<file path="config.mk">
export PLATFORM = sky130hd
export DESIGN_NAME = wb_port_arbiter
export DESIGN_NICKNAME = d
export VERILOG_FILES = /design/src/rtl/rf_pkg.sv /design/src/rtl/rr_grant.sv /design/src/rtl/wb_port_arbiter.sv
export SDC_FILE = /design/constraint.sdc
export NUM_CORES = 1
export LEC_CHECK = 0
export BUFFER_PORTS_ARGS = -buffer_cell sky130_fd_sc_hd__buf_2
export CAP_MARGIN = 20
export CORE_AREA = 2 2 101 103
export CTS_CLUSTER_DIAMETER = 30
export DETAILED_ROUTE_END_ITERATION = 8
export DIE_AREA = 0 0 103 105
export GPL_ROUTABILITY_DRIVEN = 0
export PLACE_DENSITY = 0.77
export SKIP_CTS_REPAIR_TIMING = 1
export SYNTH_ARGS = -nofsm -noshare
export SYNTH_HDL_FRONTEND = slang
export SYNTH_HIERARCHICAL = 1
export SYNTH_SLANG_ARGS = --single-unit
</file>
<file path="constraint.sdc">
create_clock -name clk_Regs -period 2.5 [get_ports clk_Regs]
set_input_delay 0.5 -clock clk_Regs [delete_from_list [all_inputs] [get_ports clk_Regs]]
set_output_delay 0.5 -clock clk_Regs [all_outputs]
set_load 0.02 [all_outputs]
</file>
<file path="src/rtl/rf_pkg.sv">
`default_nettype none
// rf_pkg: register-file geometry, writeback requester indices and an index-width helper.
package rf_pkg;
   localparam int RF_AW       = 5;
   localparam int RF_DW       = 32;
   localparam int RF_ZERO_REG = 0;

   localparam int WB_ALU = 0;
   localparam int WB_MEM = 1;

   // Width of a requester index; never narrower than one bit.
   function automatic int idx_w(input int n);
      return (n > 1) ? $clog2(n) : 1;
   endfunction
endpackage
`default_nettype wire

</file>
<file path="src/rtl/rr_grant.sv">
`default_nettype none
// rr_grant: combinational round-robin pick, searching from last+1 upward modulo NREQ.
module rr_grant
   import rf_pkg::*;
#(
   parameter int NREQ = 2,
   parameter int IW   = idx_w(NREQ)
)
(
   input  logic [NREQ-1:0] req_valid,
   input  logic [IW-1:0]   last,
   output logic [NREQ-1:0] gnt,
   output logic [IW-1:0]   gnt_idx
);

   logic          found;
   logic [IW-1:0] cand;

   always_comb begin
      gnt     = '0;
      gnt_idx = '0;
      found   = 1'b0;
      cand    = '0;
      // k = NREQ wraps back to last itself, so a lone requester always wins.
      for (int k = 1; k <= NREQ; k++) begin
         cand = IW'((int'(last) + k) % NREQ);
         if (!found && req_valid[cand]) begin
            found     = 1'b1;
            gnt[cand] = 1'b1;
            gnt_idx   = cand;
         end
      end
   end

endmodule
`default_nettype wire

</file>
<file path="src/rtl/wb_port_arbiter.sv">
`default_nettype none
// wb_port_arbiter: round-robin share of the register-file write port, one-cycle
// registered write stage, and forwarding of that pending write to the decode operands.
module wb_port_arbiter
   import rf_pkg::*;
#(
   parameter int NREQ = 2,
   parameter int AW   = RF_AW,
   parameter int DW   = RF_DW
)
(
   input  logic             clk_Regs,
   input  logic             rst_n,
   input  logic [NREQ-1:0]    req_valid,
   output logic [NREQ-1:0]    req_ready,
   input  logic [NREQ*AW-1:0] req_addr,
   input  logic [NREQ*DW-1:0] req_data,
   output logic             Reg_Write,
   output logic [AW-1:0]    W_Addr,
   output logic [DW-1:0]    W_Data,
   input  logic [AW-1:0]    R_Addr_A,
   input  logic [AW-1:0]    R_Addr_B,
   input  logic [DW-1:0]    rf_data_a,
   input  logic [DW-1:0]    rf_data_b,
   output logic [DW-1:0]    op_data_a,
   output logic [DW-1:0]    op_data_b
);

   localparam int IW = idx_w(NREQ);

   logic [NREQ-1:0] gnt;
   logic [IW-1:0]   gnt_idx;
   logic            xfer;
   logic [AW-1:0]   sel_addr;
   logic [DW-1:0]   sel_data;

   logic            reg_write_q, reg_write_d;
   logic [AW-1:0]   w_addr_q, w_addr_d;
   logic [DW-1:0]   w_data_q, w_data_d;
   logic [IW-1:0]   last_q, last_d;

   logic            hit_a, hit_b;

   rr_grant #(
      .NREQ (NREQ),
      .IW   (IW)
   ) u_rr_grant (
      .req_valid (req_valid),
      .last      (last_q),
      .gnt       (gnt),
      .gnt_idx   (gnt_idx)
   );

   // Grants are suppressed while reset is held so no requester believes it was accepted.
   assign req_ready = rst_n ? gnt : '0;
   assign xfer      = |req_ready;
   assign sel_addr  = req_addr[int'(gnt_idx)*AW +: AW];
   assign sel_data  = req_data[int'(gnt_idx)*DW +: DW];

   always_comb begin
      reg_write_d = 1'b0;
      w_addr_d    = w_addr_q;
      w_data_d    = w_data_q;
      last_d      = last_q;
      if (xfer) begin
         reg_write_d = (sel_addr != AW'(RF_ZERO_REG));
         w_addr_d    = sel_addr;
         w_data_d    = sel_data;
         last_d      = gnt_idx;
      end
   end

   always_ff @(posedge clk_Regs or negedge rst_n) begin
      if (!rst_n) begin
         reg_write_q <= 1'b0;
         w_addr_q    <= '0;
         w_data_q    <= '0;
         last_q      <= IW'(NREQ - 1);
      end else begin
         reg_write_q <= reg_write_d;
         w_addr_q    <= w_addr_d;
         w_data_q    <= w_data_d;
         last_q      <= last_d;
      end
   end

   assign Reg_Write = reg_write_q;
   assign W_Addr    = w_addr_q;
   assign W_Data    = w_data_q;

   assign hit_a     = reg_write_q && (w_addr_q == R_Addr_A) && (R_Addr_A != AW'(RF_ZERO_REG));
   assign hit_b     = reg_write_q && (w_addr_q == R_Addr_B) && (R_Addr_B != AW'(RF_ZERO_REG));
   assign op_data_a = hit_a ? w_data_q : rf_data_a;
   assign op_data_b = hit_b ? w_data_q : rf_data_b;

endmodule
`default_nettype wire

</file>
==> impl_metrics.ini <==
[clocking]
h-tree-depth = 2
cts_sinks = 39
clockBufferDepth = 2
clkLatencyLatePin_ns = 0.29
clkTransAtPathRegs_ns = 0.08
cts_tree = yes
cts_buffers = 5
cts-root-buf = clkbuf_8

[worst_setup_path]
path_cells = xnor2_2 -> nand3_2 -> a211oi_4 -> buf_6 -> clkbuf_16 -> mux2_4 -> buf_6
max_stage_delay_ns = 0.49
worstPathMaxFanout = 8
crit_path_top_delay_cell = dfrtp_2
cpMostUsedCell = buf_6
startpoint_type = register
required_ns = 2.00
cp_data_arrival_time_ns = 2.13
critPathBufInv = 3
path_class = reg2out
crit_family = flip-flops
crit_path_end_kind = output pin

[yosys]
yosysWarningCount = 6
ys_ff_latch = 39
synth.avg_cell_area_um2 = 10.9
synth_area_leaders = dfrtp_1 (33%), mux2_4 (16%), mux2i_1 (13%), mux2_1 (12%), o21ai_0 (6.5%)
syn_area_um2 = 2910
synth_xor_area_share_pct = 2.67
synthCells = 266
synth_compound_area_share_pct = 9.82
synth_top_family_by_area = multiplexers
synth_fa_ha_area_share_pct = 0
synth-seq-area-share_pct = 33.6
synth_area_leader_cell = dfrtp_1
synthSimpleGateAreaFrac_pct = 7.45
syn-num-nets = 418
synth_top_area_share_pct = 32.7
ys_types = 26
synth.mux.area_fraction_pct = 41.8

[final_layout]
drive_gt1_share_pct = 63.3
syn2layout_area_growth_pct = 66.5
diodes = 0
final_cell_mix = buf_2 (227), nand2_1 (40), mux2i_1 (37), o21ai_0 (37), dfrtp_1 (34)
layout_commonest_cell = buf_2
layout.nets = 679

[min_path]
hold_path_class = in2async

[timing]
period_needed_ns = 2.63
rsz0062_at_grt = yes
worst_slack_ns = -0.133
setup_violations = 64
hold_slack_ns = 0.0377
hold_viol = 0
maxSlewViolCount = 0
fmax_mhz = 380
period_share_pct = 105
max_slew_margin_pct = 59.3
worst_pin_slew_ns = 0.611
fin_skew_ns = 0.00338

[floorplan]
die_width_um = 103
core_um2 = 9640
rows = 36
start_util_pct = 30.1
die_y_um = 105
io_pins = 256
fp.dieArea_um2 = 10800

[global_route]
grt_max_degree = 76
grt_remaining_overflow = 0
met1_usage_pct = 19.6
grt_pass1_vias = 2976
met2_usage_pct = 32.6
track_usage_pct = 17.1
antenna_found_initial = 0
grt.busiest_layer = met2
grt_pass1_wl_um = 14500
use_met3_pct = 2.07

[power_and_ir_drop]
switchingPower_mw = 1.04
switching_share_pct = 40.9
power.internal_mw = 1.51
comb_power_share_pct = 46.0
vdd_ir_drop_max_uv = 264
power.share.sequential_pct = 37.7
p_per_area_nw_per_um2 = 527
power_frac_clock_pct = 16.3
p_leak_nw = 2.50
total_power_mw = 2.55

[detailed_routing]
totalWireLength_um = 10600
vias = 3074
viasPerCell = 4.65
wire_per_inst_um = 16.0
first_iter_violations = 91
route.detailed.drc = 0
ant_nets = 0
first_pass_iters = 3

[place]
io_buffers = 255
dp_hpwl_um = 7810
pre_cts_ws_ns = -0.0167

[run_status]
violations = negative setup slack
status = complete, but fails checks

[run]
maxCapViolations = 0
-- routing by layer --
metal  up-vias  routed length [um]
li1       1468                   -
met1      1464                4060
met2       131                5860
met3        11                 500
met4         0                 178
met5         -                   0
-- metrics by stage --
stage          setup TNS [ns]  instance area (um2)  utilization [%]  instances
6_report                -4.82                 4840             50.2        661
5_1_grt                 -9.95                 4840             50.2        661
4_1_cts                -11.71                 4440             46.0        650
3_5_place_dp          -0.0454                 4360             45.2        642
3_3_place_gp                0                 4360             45.2        642
2_1_floorplan               0                 2910                -        266
-- Yosys cell counts, drive strengths merged --
cell type  count
nand2         41
buf            9
xnor2          8
inv            1
dfrtp         38
mux2i         37
or4b           1
a211oi         2
or4            1
o41ai          2
o21ai         38
nand3          2
and2           2
nor3           3
mux2          65
clkbuf        10
nor2           2
dfstp          1
a21boi         3
-- registers in the layout (all words and copies together) (netlist names) --
| signal | cells |
|---|---|
| Reg_Write | 1 |
| W_Data | 32 |
| last_q | 1 |
| W_Addr | 5 |
-- worst paths after layout --
path	from	endpoint	slack, ns	cells after the start
min in group clk_Regs	req_data[28]	W_Data[28]$_DFFE_PN0P_	0.50	3
setup / recovery	W_Addr[0]$_DFFE_PN0P_	op_data_a[27]	-0.13	7
hold reg to reg	W_Data[31]$_DFFE_PN0P_	W_Data[31]$_DFFE_PN0P_	0.53	2
max in group asynchronous	rst_n	W_Addr[3]$_DFFE_PN0P_	1.73	2
setup reg to reg	last_q$_DFFE_PN1P_	W_Addr[2]$_DFFE_PN0P_	0.67	4
hold / removal	rst_n	W_Data[13]$_DFFE_PN0P_	0.04	1
-- final cells by class --
class,count,area (um2)
Fill cell,935,4800
Multi-Input combinational cell,207,1880
Timing Repair Buffer,273,1730
Sequential cell,39,982
Tap cell,133,166
Clock buffer,7,76.3
Clock inverter,1,5.00
Inverter,1,3.75
-- cells by family after synthesis --
group                     Yosys count
AOI/OAI and AO/OA                  45
xor gates and xnor gates            8
buffers and inverters              20
DFF                                39
muxes                             102
and+or+nand+nor                    52
-- power by group through the flow --
stage               registers (mW)  clock network (mW)  logic (mW)
floorplan                     1.09                   0       0.477
global placement             0.952                   0        1.04
detailed placement           0.963                   0        1.07
CTS                          0.951               0.443        1.07
global route                 0.986               0.463        1.26
finish                       0.961               0.415        1.17
No activity file was read; power rests on OpenSTA's default activity.
